### config.mk
export PLATFORM = sky130hd
export DESIGN_NAME = fetch_exec_sequencer
export DESIGN_NICKNAME = d
export VERILOG_FILES = /design/src/rtl/fetch_exec_sequencer_pkg.sv /design/src/rtl/fetch_exec_sequencer_wait.sv /design/src/rtl/fetch_exec_sequencer.sv
export SDC_FILE = /design/constraint.sdc
export NUM_CORES = 1
export LEC_CHECK = 0
export ABC_AREA = 1
export BUFFER_PORTS_ARGS = -buffer_cell sky130_fd_sc_hd__buf_2
export CAP_MARGIN = 20
export CORE_MARGIN = 2
export CORE_UTILIZATION = 52
export CTS_CLUSTER_SIZE = 40
export DETAILED_ROUTE_END_ITERATION = 12
export GPL_TIMING_DRIVEN = 0
export HOLD_SLACK_MARGIN = 0.02
export PLACE_DENSITY = 0.85
export SLEW_MARGIN = 20
export SYNTH_ARGS = -nofsm -noshare
export SYNTH_HDL_FRONTEND = slang
export SYNTH_SLANG_ARGS = --single-unit
### constraint.sdc
create_clock -name clock -period 3.92 [get_ports clock]
set_input_delay 0.392 -clock clock [delete_from_list [all_inputs] [get_ports clock]]
set_output_delay 0.392 -clock clock [all_outputs]
set_load 0.01 [all_outputs]
### src/rtl/fetch_exec_sequencer_pkg.sv
// Shared definitions for the fetch/execute sequencer and anything that
// observes it (cpu-level glue, benches).
//   - seq_state_e : debug-visible state encoding driven on state_out
//   - MEM_LAT_MAX : largest supported memory read latency
//   - WAIT_W      : width of the latency wait counter
package fetch_exec_sequencer_pkg;

    localparam int unsigned MEM_LAT_MAX = 7;
    localparam int unsigned WAIT_W      = $clog2(MEM_LAT_MAX + 1);

    // Encodings 4..7 are never produced and fall back to ST_FETCH.
    typedef enum logic [2:0] {
        ST_FETCH     = 3'd0,
        ST_EXECUTE   = 3'd1,
        ST_LOAD_WAIT = 3'd2,
        ST_HALTED    = 3'd3
    } seq_state_e;

endpackage

### src/rtl/fetch_exec_sequencer_wait.sv
// wait_timer: paces the memory-latency phases of the sequencer.
//   clk_i   : clock
//   rst_ni  : asynchronous active-low reset (counter -> 0)
//   run_i   : a latency phase is in progress this cycle
//   hold_i  : freeze the counter (stall)
//   done_o  : this is the final cycle of the current latency window
// The counter records elapsed wait cycles since the window opened and
// reports done once it reaches LAT, so a window is LAT+1 cycles long and
// the idle value (0) doubles as the reset value.
module wait_timer
    import fetch_exec_sequencer_pkg::*;
#(
    parameter int unsigned LAT = 0
) (
    input  logic clk_i,
    input  logic rst_ni,
    input  logic run_i,
    input  logic hold_i,
    output logic done_o
);

    localparam logic [WAIT_W-1:0] LAT_V = WAIT_W'(LAT);

    logic [WAIT_W-1:0] cnt_q, cnt_d;

    assign done_o = (cnt_q == LAT_V);

    always_comb begin
        cnt_d = cnt_q;
        if (!hold_i) begin
            cnt_d = (run_i && !done_o) ? cnt_q + 1'b1 : '0;
        end
    end

    always_ff @(posedge clk_i or negedge rst_ni) begin
        if (!rst_ni) cnt_q <= '0;
        else         cnt_q <= cnt_d;
    end

endmodule

### src/rtl/fetch_exec_sequencer.sv
// fetch_exec_sequencer: multi-cycle FETCH / EXECUTE / LOAD_WAIT / HALTED
// control for a CPU sharing one memory port between instruction fetch and
// data access.
//   clock, reset (async, active-low)
//   pc_address, alu_address     : fetch and data addresses from the datapath
//   mem_address_select          : instruction performs a data access
//   mem_write_request           : that access is a store
//   halt_request                : instruction is HLT
//   stall                       : external hold, freezes the sequencer
//   mem_read_data               : shared memory read data
//   instruction_register        : latched instruction
//   mem_address                 : address to shared memory
//   mem_write_enable            : store strobe
//   pc_write_enable             : one-cycle PC update / retire strobe
//   load_valid                  : mem_read_data holds load data this cycle
//   halted, state_out           : status / debug
//   retired_count               : retired instructions, wraps
module fetch_exec_sequencer
    import fetch_exec_sequencer_pkg::*;
#(
    parameter int unsigned ADDR_W  = 8,
    parameter int unsigned DATA_W  = 16,
    parameter int unsigned MEM_LAT = 0,
    parameter int unsigned CNT_W   = 16
) (
    input  logic              clock,
    input  logic              reset,
    input  logic [ADDR_W-1:0] pc_address,
    input  logic [ADDR_W-1:0] alu_address,
    input  logic              mem_address_select,
    input  logic              mem_write_request,
    input  logic              halt_request,
    input  logic              stall,
    input  logic [DATA_W-1:0] mem_read_data,
    output logic [DATA_W-1:0] instruction_register,
    output logic [ADDR_W-1:0] mem_address,
    output logic              mem_write_enable,
    output logic              pc_write_enable,
    output logic              load_valid,
    output logic              halted,
    output logic [2:0]        state_out,
    output logic [CNT_W-1:0]  retired_count
);

    localparam bit LAT_ZERO = (MEM_LAT == 0);

    seq_state_e        state_q, state_d;
    logic [DATA_W-1:0] ir_q, ir_d;
    logic [CNT_W-1:0]  cnt_q, cnt_d;
    logic              wait_run, wait_done;
    logic              is_store, is_load;

    assign is_store = mem_address_select &  mem_write_request;
    assign is_load  = mem_address_select & ~mem_write_request;

    wait_timer #(.LAT(MEM_LAT)) u_wait (
        .clk_i  (clock),
        .rst_ni (reset),
        .run_i  (wait_run),
        .hold_i (stall),
        .done_o (wait_done)
    );

    always_comb begin
        state_d          = state_q;
        ir_d             = ir_q;
        wait_run         = 1'b0;
        mem_address      = pc_address;
        mem_write_enable = 1'b0;
        pc_write_enable  = 1'b0;
        load_valid       = 1'b0;

        case (state_q)
            ST_FETCH: begin
                wait_run = 1'b1;
                if (wait_done) begin
                    ir_d    = mem_read_data;
                    state_d = ST_EXECUTE;
                end
            end
            ST_EXECUTE: begin
                if (halt_request) begin
                    state_d = ST_HALTED;
                end else begin
                    if (mem_address_select) mem_address = alu_address;
                    state_d         = ST_FETCH;
                    pc_write_enable = 1'b1;
                    if (is_store) begin
                        mem_write_enable = 1'b1;
                    end else if (is_load) begin
                        if (LAT_ZERO) begin
                            load_valid = 1'b1;
                        end else begin
                            // The EXECUTE cycle opens the latency window,
                            // leaving exactly MEM_LAT cycles in LOAD_WAIT.
                            pc_write_enable = 1'b0;
                            wait_run        = 1'b1;
                            state_d         = ST_LOAD_WAIT;
                        end
                    end
                end
            end
            ST_LOAD_WAIT: begin
                mem_address = alu_address;
                wait_run    = 1'b1;
                if (wait_done) begin
                    load_valid      = 1'b1;
                    pc_write_enable = 1'b1;
                    state_d         = ST_FETCH;
                end
            end
            ST_HALTED: begin
            end
            default: state_d = ST_FETCH;
        endcase

        // Stall freezes progress but keeps the current state's address.
        if (stall) begin
            state_d          = state_q;
            ir_d             = ir_q;
            mem_write_enable = 1'b0;
            pc_write_enable  = 1'b0;
            load_valid       = 1'b0;
        end

        cnt_d = pc_write_enable ? cnt_q + 1'b1 : cnt_q;
    end

    always_ff @(posedge clock or negedge reset) begin
        if (!reset) begin
            state_q <= ST_FETCH;
            ir_q    <= '0;
            cnt_q   <= '0;
        end else begin
            state_q <= state_d;
            ir_q    <= ir_d;
            cnt_q   <= cnt_d;
        end
    end

    assign instruction_register = ir_q;
    assign halted               = (state_q == ST_HALTED);
    assign state_out            = state_q;
    assign retired_count        = cnt_q;

endmodule

==> results.txt, run 1 <==
outcome - finished, final reports clean
FF-to-FF End - retired_count[11]$_DFFE_PN0P_
reg-to-reg slack, setup - 2.24 ns
Clock Pin Slew Worst Setup and Hold Paths - 0.07 ns
core area - 0.00374 mm²
Critical Path End - mem_address[1]
deepest clock path buffer count - 2
initial DRC count - 104
FF-to-FF path depth - 11
Layout Area Growth over Synthesis - 28.9%
Remaining DRCs - 0
LEAKAGE - 1.48 nW
clock skew - 0.00430 ns
fin util - 70.9%
total CTS buffers - 5
CTS root buffer - clkbuf_8
GP Congestion - 0.836
Synth cell types - 27
setup bufs post-CTS - 0
Max Cap Viol - 0
Hold Path Class - input pin to asynchronous set/reset pin
Tcrit/Tclk final - 60.5%
Peak VDD IR - 0.482 mV
layout filler cell count - 312
crit path capture type - primary output
Critical Path AT - 1.98 ns
Die Y - 66.9 µm
pre-CTS WS - 1.87 ns
kind of start point of the critical path - flop
Worst Tran Pin Value - 0.817 ns
Pwr Density - 611 mW/mm²
CTS sink cnt - 37
IO buf count - 83
Syn Area/Cell - 7.71 µm²
largest net degree at the start of global routing - 38
final count of hold timing violations - 0
first-pass GRT wire length - 7420 µm
GRT overflow - 0
# nets final - 402
final worst slack - 1.55 ns
Reg area - 926 µm²
cts repair resizes - 0
htree depth - 2
final wirelength - 4520 µm
TNS Setup - 0 ns
HPWL Detailed - 3410 µm
Final ANT Viol Nets - 0
Synth Instances - 267
layout cells sized above 1 - 30.7%
synth warn - 0
endpoints failing setup - 0
worst path required time - 3.53 ns
Clock Latency Late Sink - 0.29 ns
CTS tree - yes
Ant. Diodes - 0
Critical Path Start - state_out[0]$_DFFE_PN0P_
Mapped Nets - 312
via-per-instance ratio - 4.82
Detailed Routing Iterations Pass 1 - 4
die footprint - 0.00448 mm²
post-layout min period - 2.37 ns
Slew Limit Fails - 0
Core Rows - 22
worst rel slew slack - 45.5%
Initial Util - 55.0%
unrepaired setup endpoints after global routing - no
sequential area share after synthesis - 45.0%
Setup CP Type - flop to primary output
CTS Hold Buffers Added - 0
synthesized area - 0.00206 mm²
Max Fclk - 0.422 GHz
Critical Path Fanout Max - 9
multi-input logic area - 912 µm²
Vias - 1,958
I/O Pins - 85
vias in the first global route - 1,763
Die Wd - 66.9 µm
Total Routing Usage GR - 21.9%
DR WL/cell - 11.1 µm
initial antenna violation count - 0
worst r2r src - state_out[0]$_DFFE_PN0P_
flops & latches, synth - 37
[power by group]
| group | total (W) | internal, W | switching, W | leakage, nW |
|---|---|---|---|---|
| registers | 0.000570 | 0.000493 | 0.0000776 | 0.479 |
| logic | 0.000705 | 0.000279 | 0.000426 | 0.940 |
| clock network | 0.000345 | 0.000207 | 0.000139 | 0.0574 |
| total | 0.00162 | 0.000979 | 0.000642 | 1.48 |
[layout make-up]
cell class,instances,share of cell area [%]
timing repair buffer,83,15.6
inverter,43,6.08
sequential,37,34.9
multi-input combinational,179,34.4
clock inverter,2,1.41
buffer,8,2.26
tap,48,2.26
clock buffer,6,3.11
[cells in the mapped netlist, drive strengths merged]
cell,n,share of area [%]
a21oi,3,1.3
conb,1,0.18
xnor2,2,0.85
nand2,77,14
ha,7,4.3
inv,43,7.8
o21ai,34,8.3
clkbuf,1,0.24
nand3b,8,2.9
buf,7,2.7
o21a,1,0.36
nand4,4,1.5
o21bai,2,0.73
nand3,17,4.4
xor2,2,0.85
and2,2,0.61
nor2,19,4.1
dfrtp,37,45
[cells in the final DEF (no fill, tap or decap), types with 3 or more instances in the layout]
cell type,instances
nand2_1,77
o21ai_1,6
buf_4,3
nand4_1,3
clkbuf_8,6
dfrtp_1,37
nor2_1,16
nand3b_1,8
ha_1,7
inv_1,38
nand3_1,16
buf_2,85
inv_2,5
o21ai_0,28
[how the worst min path moves through the flow]
stage	from	to	slack, ns
3_3_place_gp	instruction_register[5]$_DFFE_PN0P_	instruction_register[5]$_DFFE_PN0P_	0.46
5_1_grt	reset	instruction_register[11]$_DFFE_PN0P_	0.27
4_1_cts	reset	instruction_register[11]$_DFFE_PN0P_	0.22
3_5_place_dp	instruction_register[8]$_DFFE_PN0P_	instruction_register[8]$_DFFE_PN0P_	0.47
2_1_floorplan	reset	instruction_register[0]$_DFFE_PN0P_	0.1
6_report	reset	retired_count[3]$_DFFE_PN0P_	0.18
[per-stage QoR]
stage / cell area, µm² / power, W / hold WS, ns / cells
after CTS: 2660 / 0.00164 / 0.222 / 406
after global routing: 2660 / 0.00175 / 0.267 / 406
after floorplan: 2060 / 0.00101 / 0.0964 / 267
after global placement: 2530 / 0.00126 / 0.463 / 398
final: 2660 / 0.00162 / 0.179 / 406
after detailed placement: 2530 / 0.00129 / 0.469 / 398
[kinds of logic (layout without fill, tap and decap cells)]
logic type | Yosys count | in the layout | synth area share [%]
flops | 37 | 37 | 45.0
other cells | 1 | 1 | 0.182
buf+inv | 51 | 142 | 10.8
xor+xnor | 4 | 4 | 1.70
compound gates | 40 | 40 | 10.6
fa+ha+maj | 7 | 7 | 4.25
simple gates | 127 | 127 | 27.5
[worst max-delay path, cell delays in order, from the launching register on]
cell and delay [ns]:
dfrtp_1 0.41, inv_1 0.08, ha_1 0.28, buf_4 0.16, inv_2 0.07, a21oi_1 0.38
o21ai_0 0.15, buf_2 0.17
[routing by layer]
| metal | share of wire [%] | global-route usage [%] |
|---|---|---|
| met1 | 43 | 26.1 |
| met2 | 51 | 38.6 |
| met3 | 5.3 | 4.73 |
| met4 | 0.27 | 7.40 |
| met5 | 0 | 0 |
[sequential cells by signal, summed over array words and instances, names as in the netlist]
signal                count
instruction_register     16
retired_count            16
state_out                 2
u_wait.cnt_q              3
No activity file was read; power rests on OpenSTA's default activity.
==> inputs of run 2 (changes only) <==
- CORE_UTILIZATION: 52 -> 48
- PLACE_DENSITY: 0.85 -> 0.79
- clock period: 3.92 -> 2.4 ns (I/O delays scaled with it)
==> run 2 against run 1 <==
  * Power increased by 67%
  * Largest power group unchanged
  * Flip-flop and latch count stayed put
  * Die area is 7.8% higher
  * Clock skew is 0.0016 ns higher
  * Sequential share of layout area fell by 0.26 points
  * Routed wire length shrank 2.5%
==> results.txt, run 2 (synthesis results as in run 1) <==
final wirelength - 4410 µm (-2.5%)
Ant. Diodes - 0 (unchanged)
kind of start point of the critical path - flop
Worst Tran Pin Value - 0.829 ns (+0.0118 ns)
via-per-instance ratio - 4.72 (-2.1%)
worst r2r src - state_out[0]$_DFFE_PN0P_
Max Cap Viol - 0 (unchanged)
cts repair resizes - 0 (unchanged)
setup bufs post-CTS - 0 (unchanged)
worst path required time - 2.16 ns (-1.37 ns)
CTS sink cnt - 37 (unchanged)
unrepaired setup endpoints after global routing - no
GP Congestion - 0.792 (-5.3%)
IO buf count - 83 (unchanged)
Die Y - 69.5 µm (+3.8%)
Slew Limit Fails - 0 (unchanged)
Initial Util - 50.8% (-4.3 points)
largest net degree at the start of global routing - 38 (unchanged)
layout filler cell count - 370 (+19%)
area post-placement - 0.00254 mm² (about the same)
Largest delay share family, worst path - buffers and inverters
Clock Latency Late Sink - 0.29 ns (about the same)
CTS root buffer - clkbuf_8
fin util - 65.9% (-5.0 points)
I/O Pins - 85 (unchanged)
Layout Area Growth over Synthesis - 29.9%
critical-path cell list - inv_1 -> ha_1 -> buf_4 -> inv_2 -> nor2_4 -> inv_2 -> a21oi_4 -> buf_6 -> buf_2
CTS Hold Buffers Added - 0 (unchanged)
worst hold slack - 0.0433 ns (-0.136 ns)
outcome - finished, final reports clean
initial DRC count - 82 (-21%)
Die Wd - 69.5 µm (+3.8%)
vias in the first global route - 1,779 (+0.91%)
Tcrit/Tclk final - 87.5%
Crit-path slowest cell - dfrtp_1
Sw Share - 38.2% (-1.5 points)
most common cell after layout, fill and taps aside - buf_2
total CTS buffers - 5 (unchanged)
most used cell, CP - inv_2
Max stage delay on crit path - 0.41 ns (about the same)
Remaining DRCs - 0 (unchanged)
Critical Path Fanout Max - 10 (+1)
GRT overflow - 0 (unchanged)
HPWL Detailed - 3400 µm (-0.38%)
endpoints failing setup - 0 (unchanged)
Reg area - 926 µm² (unchanged)
initial antenna violation count - 0 (unchanged)
Total Routing Usage GR - 19.5% (-2.3 points)
crit path capture type - primary output
post-layout min period - 2.10 ns
deepest clock path buffer count - 2 (unchanged)
sequential cell fraction of total power - 34.4% (-0.8 points)
clock skew - 0.00588 ns (+0.00158 ns)
layout cells sized above 1 - 31.0% (+0.28 points)
TNS Setup - 0 ns (unchanged)
Max Fclk - 0.476 GHz
core area - 0.00406 mm² (+8.4%)
final count of hold timing violations - 0 (unchanged)
Psw - 0.00103 W (+61%)
# nets final - 402 (unchanged)
Final ANT Viol Nets - 0 (unchanged)
DR WL/cell - 10.8 µm (-2.9%)
Core Rows - 23 (+4.5%)
Peak VDD IR - 0.599 mV (+24%)
commonest cells after routing, fill and taps aside - buf_2, nand2_1, inv_1, dfrtp_1, o21ai_0
CTS tree - yes
Clock Pin Slew Worst Setup and Hold Paths - 0.08 ns (about the same)
Clk pwr share - 23.4% (+2.1 points)
Hold Path Class - input pin to asynchronous set/reset pin
Setup CP Type - flop to primary output
Pwr Density - 1010 mW/mm² (+66%)
Detailed Routing Iterations Pass 1 - 4 (unchanged)
LEAKAGE - 1.49 nW (+0.73%)
multi-input logic area - 916 µm² (+0.41%)
Final Instance Area - 0.00268 mm² (+0.75%)
Buf/Inv on CP - 6 (+2)
htree depth - 2 (unchanged)
Vias - 1,927 (-1.6%)
Comb pwr share - 42.2% (-1.3 points)
worst rel slew slack - 44.8% (-0.79 points)
Critical Path AT - 1.86 ns (-0.12 ns)
die footprint - 0.00483 mm² (+7.8%)
P_int - 0.00168 W (+71%)
Critical Path Start - state_out[0]$_DFFE_PN0P_
first-pass GRT wire length - 7680 µm (+3.5%)
==> run 2: routing by layer <==
metal	wire length [µm]	vias up	GRT usage, %	part of all wire (%)
met5	0	-	0	0
met4	44	0	5.23	1.0
met3	198	5	5.52	4.5
met2	2190	41	33.5	50
met1	1980	872	24.1	45
li1	-	1009	-	-
==> run 2: final timing paths <==
check | end | slack (ns) | cells after the start
min in group clock | instruction_register[1]$_DFFE_PN0P_ | 0.18 | 3
min | retired_count[3]$_DFFE_PN0P_ | 0.04 | 1
max reg2reg | retired_count[9]$_DFFE_PN0P_ | 0.69 | 11
min reg2reg | instruction_register[8]$_DFFE_PN0P_ | 0.48 | 2
max in group asynchronous | instruction_register[10]$_DFFE_PN0P_ | 1.83 | 1
max | pc_write_enable | 0.30 | 9
==> run 2: power groups by stage <==
| stage | Clock [W] | Sequential (W) | Combinational [W] |
|---|---|---|---|
| after floorplan | 0 | 0.00102 | 0.000625 |
| after CTS | 0.000651 | 0.000933 | 0.00115 |
| final | 0.000636 | 0.000932 | 0.00114 |
| after detailed placement | 0 | 0.000939 | 0.00115 |
| after global placement | 0 | 0.000940 | 0.00113 |
| after global routing | 0.000686 | 0.000962 | 0.00128 |
==> run 2: per-stage QoR <==
| step | cells | setup slack (ns) | total power (W) |
|---|---|---|---|
| 4_1_cts | 408 | 0.184 | 0.00274 |
| 3_3_place_gp | 400 | 0.539 | 0.00207 |
| 5_1_grt | 408 | 0.128 | 0.00292 |
| 3_5_place_dp | 400 | 0.509 | 0.00209 |
| 6_report | 408 | 0.299 | 0.00271 |
| 2_1_floorplan | 267 | 0.720 | 0.00165 |
==> run 2: final cells by class <==
class	instances	share of cell area, %
buffer	8	2.25
clock buffer	5	2.57
clock inverter	3	2.43
inverter	43	6.03
multi-input combinational	179	34.2
sequential	37	34.6
tap	50	2.34
timing repair buffer	83	15.5
==> inputs of run 3 (changes only) <==
- CORE_ASPECT_RATIO: default -> 0.5
==> run 3 against run 2 <==
  * Combinational power about the same
  * Sequential share of layout area rose by 0.33 points
  * Via count up 3.5%
  * Clock power decreased by 17%
  * Core utilization rose by 0.26 points
  * Cell area shrank 0.94%
  * Global-route usage up 0.72 points
  * Critical path type unchanged
  * Largest cell class unchanged
==> results.txt, run 3 (synthesis results as in run 1) <==
layout filler cell count - 370 (unchanged)
worst path required time - 2.16 ns (about the same)
unrepaired setup endpoints after global routing - no
largest net degree at the start of global routing - 38 (unchanged)
final count of hold timing violations - 0 (unchanged)
via-per-instance ratio - 4.85 (+2.7%)
deepest clock path buffer count - 2 (unchanged)
LEAKAGE - 1.47 nW (-0.95%)
multi-input logic area - 916 µm² (unchanged)
htree depth - 2 (unchanged)
final worst slack - 0.278 ns (-0.0215 ns)
CTS tree - yes
Worst Tran Pin Value - 0.804 ns (-0.0243 ns)
Die Y - 50.3 µm (-28%)
outcome - finished, final reports clean
Remaining DRCs - 0 (unchanged)
initial DRC count - 76 (-7.3%)
Die Wd - 96.6 µm (+39%)
first-pass GRT wire length - 7950 µm (+3.5%)
worst rel slew slack - 46.4% (+1.6 points)
FF-to-FF path depth - 11 (unchanged)
HPWL Detailed - 3510 µm (+3.4%)
Clk pwr share - 20.0% (-3.4 points)
# nets final - 402 (unchanged)
CTS Hold Buffers Added - 0 (unchanged)
Ant. Diodes - 0 (unchanged)
initial antenna violation count - 0 (unchanged)
Core Rows - 16 (-30%)
Clock Pin Slew Worst Setup and Hold Paths - 0.08 ns (about the same)
GP Congestion - 0.843 (+6.4%)
Final ANT Viol Nets - 0 (unchanged)
endpoints failing setup - 0 (unchanged)
Initial Util - 51.4% (+0.68 points)
setup bufs post-CTS - 0 (unchanged)
GRT overflow - 0 (unchanged)
IO buf count - 83 (unchanged)
TNS Setup - 0 ns (unchanged)
Tcrit/Tclk final - 88.4% (+0.90 points)
total CTS buffers - 5 (unchanged)
most common cell after layout, fill and taps aside - buf_2
Total Routing Usage GR - 20.2% (+0.72 points)
Tot Pwr - 0.00263 W (-3.1%)
Sw Share - 40.3% (+2.2 points)
kind of start point of the critical path - flop
CTS sink cnt - 37 (unchanged)
Vias - 1,994 (+3.5%)
fin util - 66.2% (+0.26 points)
commonest cells after routing, fill and taps aside - buf_2, nand2_1, inv_1, dfrtp_1, o21ai_0
P_int - 0.00157 W (-6.5%)
Critical Path AT - 1.88 ns (+0.02 ns)
CTS root buffer - clkbuf_8
clock skew - 0.00567 ns (-0.000208 ns)
sequential cell fraction of total power - 35.4% (+1.0 points)
Layout Area Growth over Synthesis - 28.7%
Max Fclk - 0.471 GHz (-1.0%)
Hold Path Class - input pin to asynchronous set/reset pin
Setup CP Type - flop to primary output
Comb pwr share - 44.6% (+2.4 points)
Max Cap Viol - 0 (unchanged)
pre-CTS WS - 0.439 ns (-0.0705 ns)
core area - 0.00400 mm² (-1.3%)
Peak VDD IR - 0.494 mV (-18%)
final wirelength - 4660 µm (+5.6%)
Reg area - 926 µm² (unchanged)
layout cells sized above 1 - 30.8% (-0.19 points)
post-layout min period - 2.12 ns (+0.0215 ns)
DR WL/cell - 11.3 µm (+4.8%)
die footprint - 0.00486 mm² (+0.66%)
Psw - 0.00106 W (+2.3%)
vias in the first global route - 1,876 (+5.5%)
I/O Pins - 85 (unchanged)
Placed Instances - 404 (+1.0%)
Pwr Density - 991 mW/mm² (-2.2%)
number of non-filler instances in the completed layout - 411 (+0.74%)
Slew Limit Fails - 0 (unchanged)
Detailed Routing Iterations Pass 1 - 4 (unchanged)
crit path capture type - primary output
Clock Latency Late Sink - 0.29 ns (about the same)
Critical Path Fanout Max - 10 (unchanged)
## run 3: cell count changes in the layout (fill, tap and decap cells not counted)
cell and change:
bufinv_16 -1
## run 3: repair_timing
action | in CTS | in global routing
endpoints found under the setup margin | 0 | 8
gates resized for setup | 0 | 1
endpoints found under the hold margin | 0 | 0
## run 3: routing by layer
layer  global-route usage [%]  share of wire [%]  vias up
met5                        0                  0        -
met4                     7.98                1.3        0
met2                     37.3                 49       71
met1                     23.5                 44      909
li1                         -                  -     1007
met3                     4.60                6.2        7
## run 3: path summary, 6_finish.rpt
check	start	to	slack [ns]
max reg2reg	state_out[0]$_DFFE_PN0P_	retired_count[11]$_DFFE_PN0P_	0.67
min reg2reg	instruction_register[6]$_DFFE_PN0P_	instruction_register[6]$_DFFE_PN0P_	0.49
max in group asynchronous	reset	retired_count[15]$_DFFE_PN0P_	1.85
min in group clock	mem_read_data[9]	instruction_register[9]$_DFFE_PN0P_	0.17
max	state_out[0]$_DFFE_PN0P_	pc_write_enable	0.28
min	reset	instruction_register[14]$_DFFE_PN0P_	0.03
## run 3: worst max-delay path, stage by stage, from the launching register on
cell and delay (ns):
dfrtp_1 0.41, inv_1 0.09, ha_1 0.28, buf_4 0.16, inv_2 0.07, nor2_4 0.09
inv_2 0.05, a21oi_4 0.14, buf_6 0.16, buf_2 0.13
## run 3: area by class of cell
cell class                      instances  share of cell area, %
Clock inverter                          2                   1.32
Inverter                               43                   6.09
Multi-Input combinational cell        179                   34.6
Timing Repair Buffer                   83                   15.7
Clock buffer                            5                   2.60
Tap cell                               54                   2.55
Buffer                                  8                   2.27
Sequential cell                        37                   34.9
## run 3: power groups by stage
stage	clock, W	combinational, W	sequential [W]
finish	0.000525	0.00117	0.000931
CTS	0.000534	0.00117	0.000931
global placement	0	0.00113	0.000931
detailed placement	0	0.00117	0.000937
global route	0.000554	0.00130	0.000961
floorplan	0	0.000625	0.00102
## run 3: stage by stage
stage	hold WS [ns]	instance area (µm²)
2_1_floorplan	-0.0556	2060
3_3_place_gp	0.375	2540
3_5_place_dp	0.382	2540
4_1_cts	0.0655	2650
5_1_grt	0.111	2650
6_report	0.0326	2650
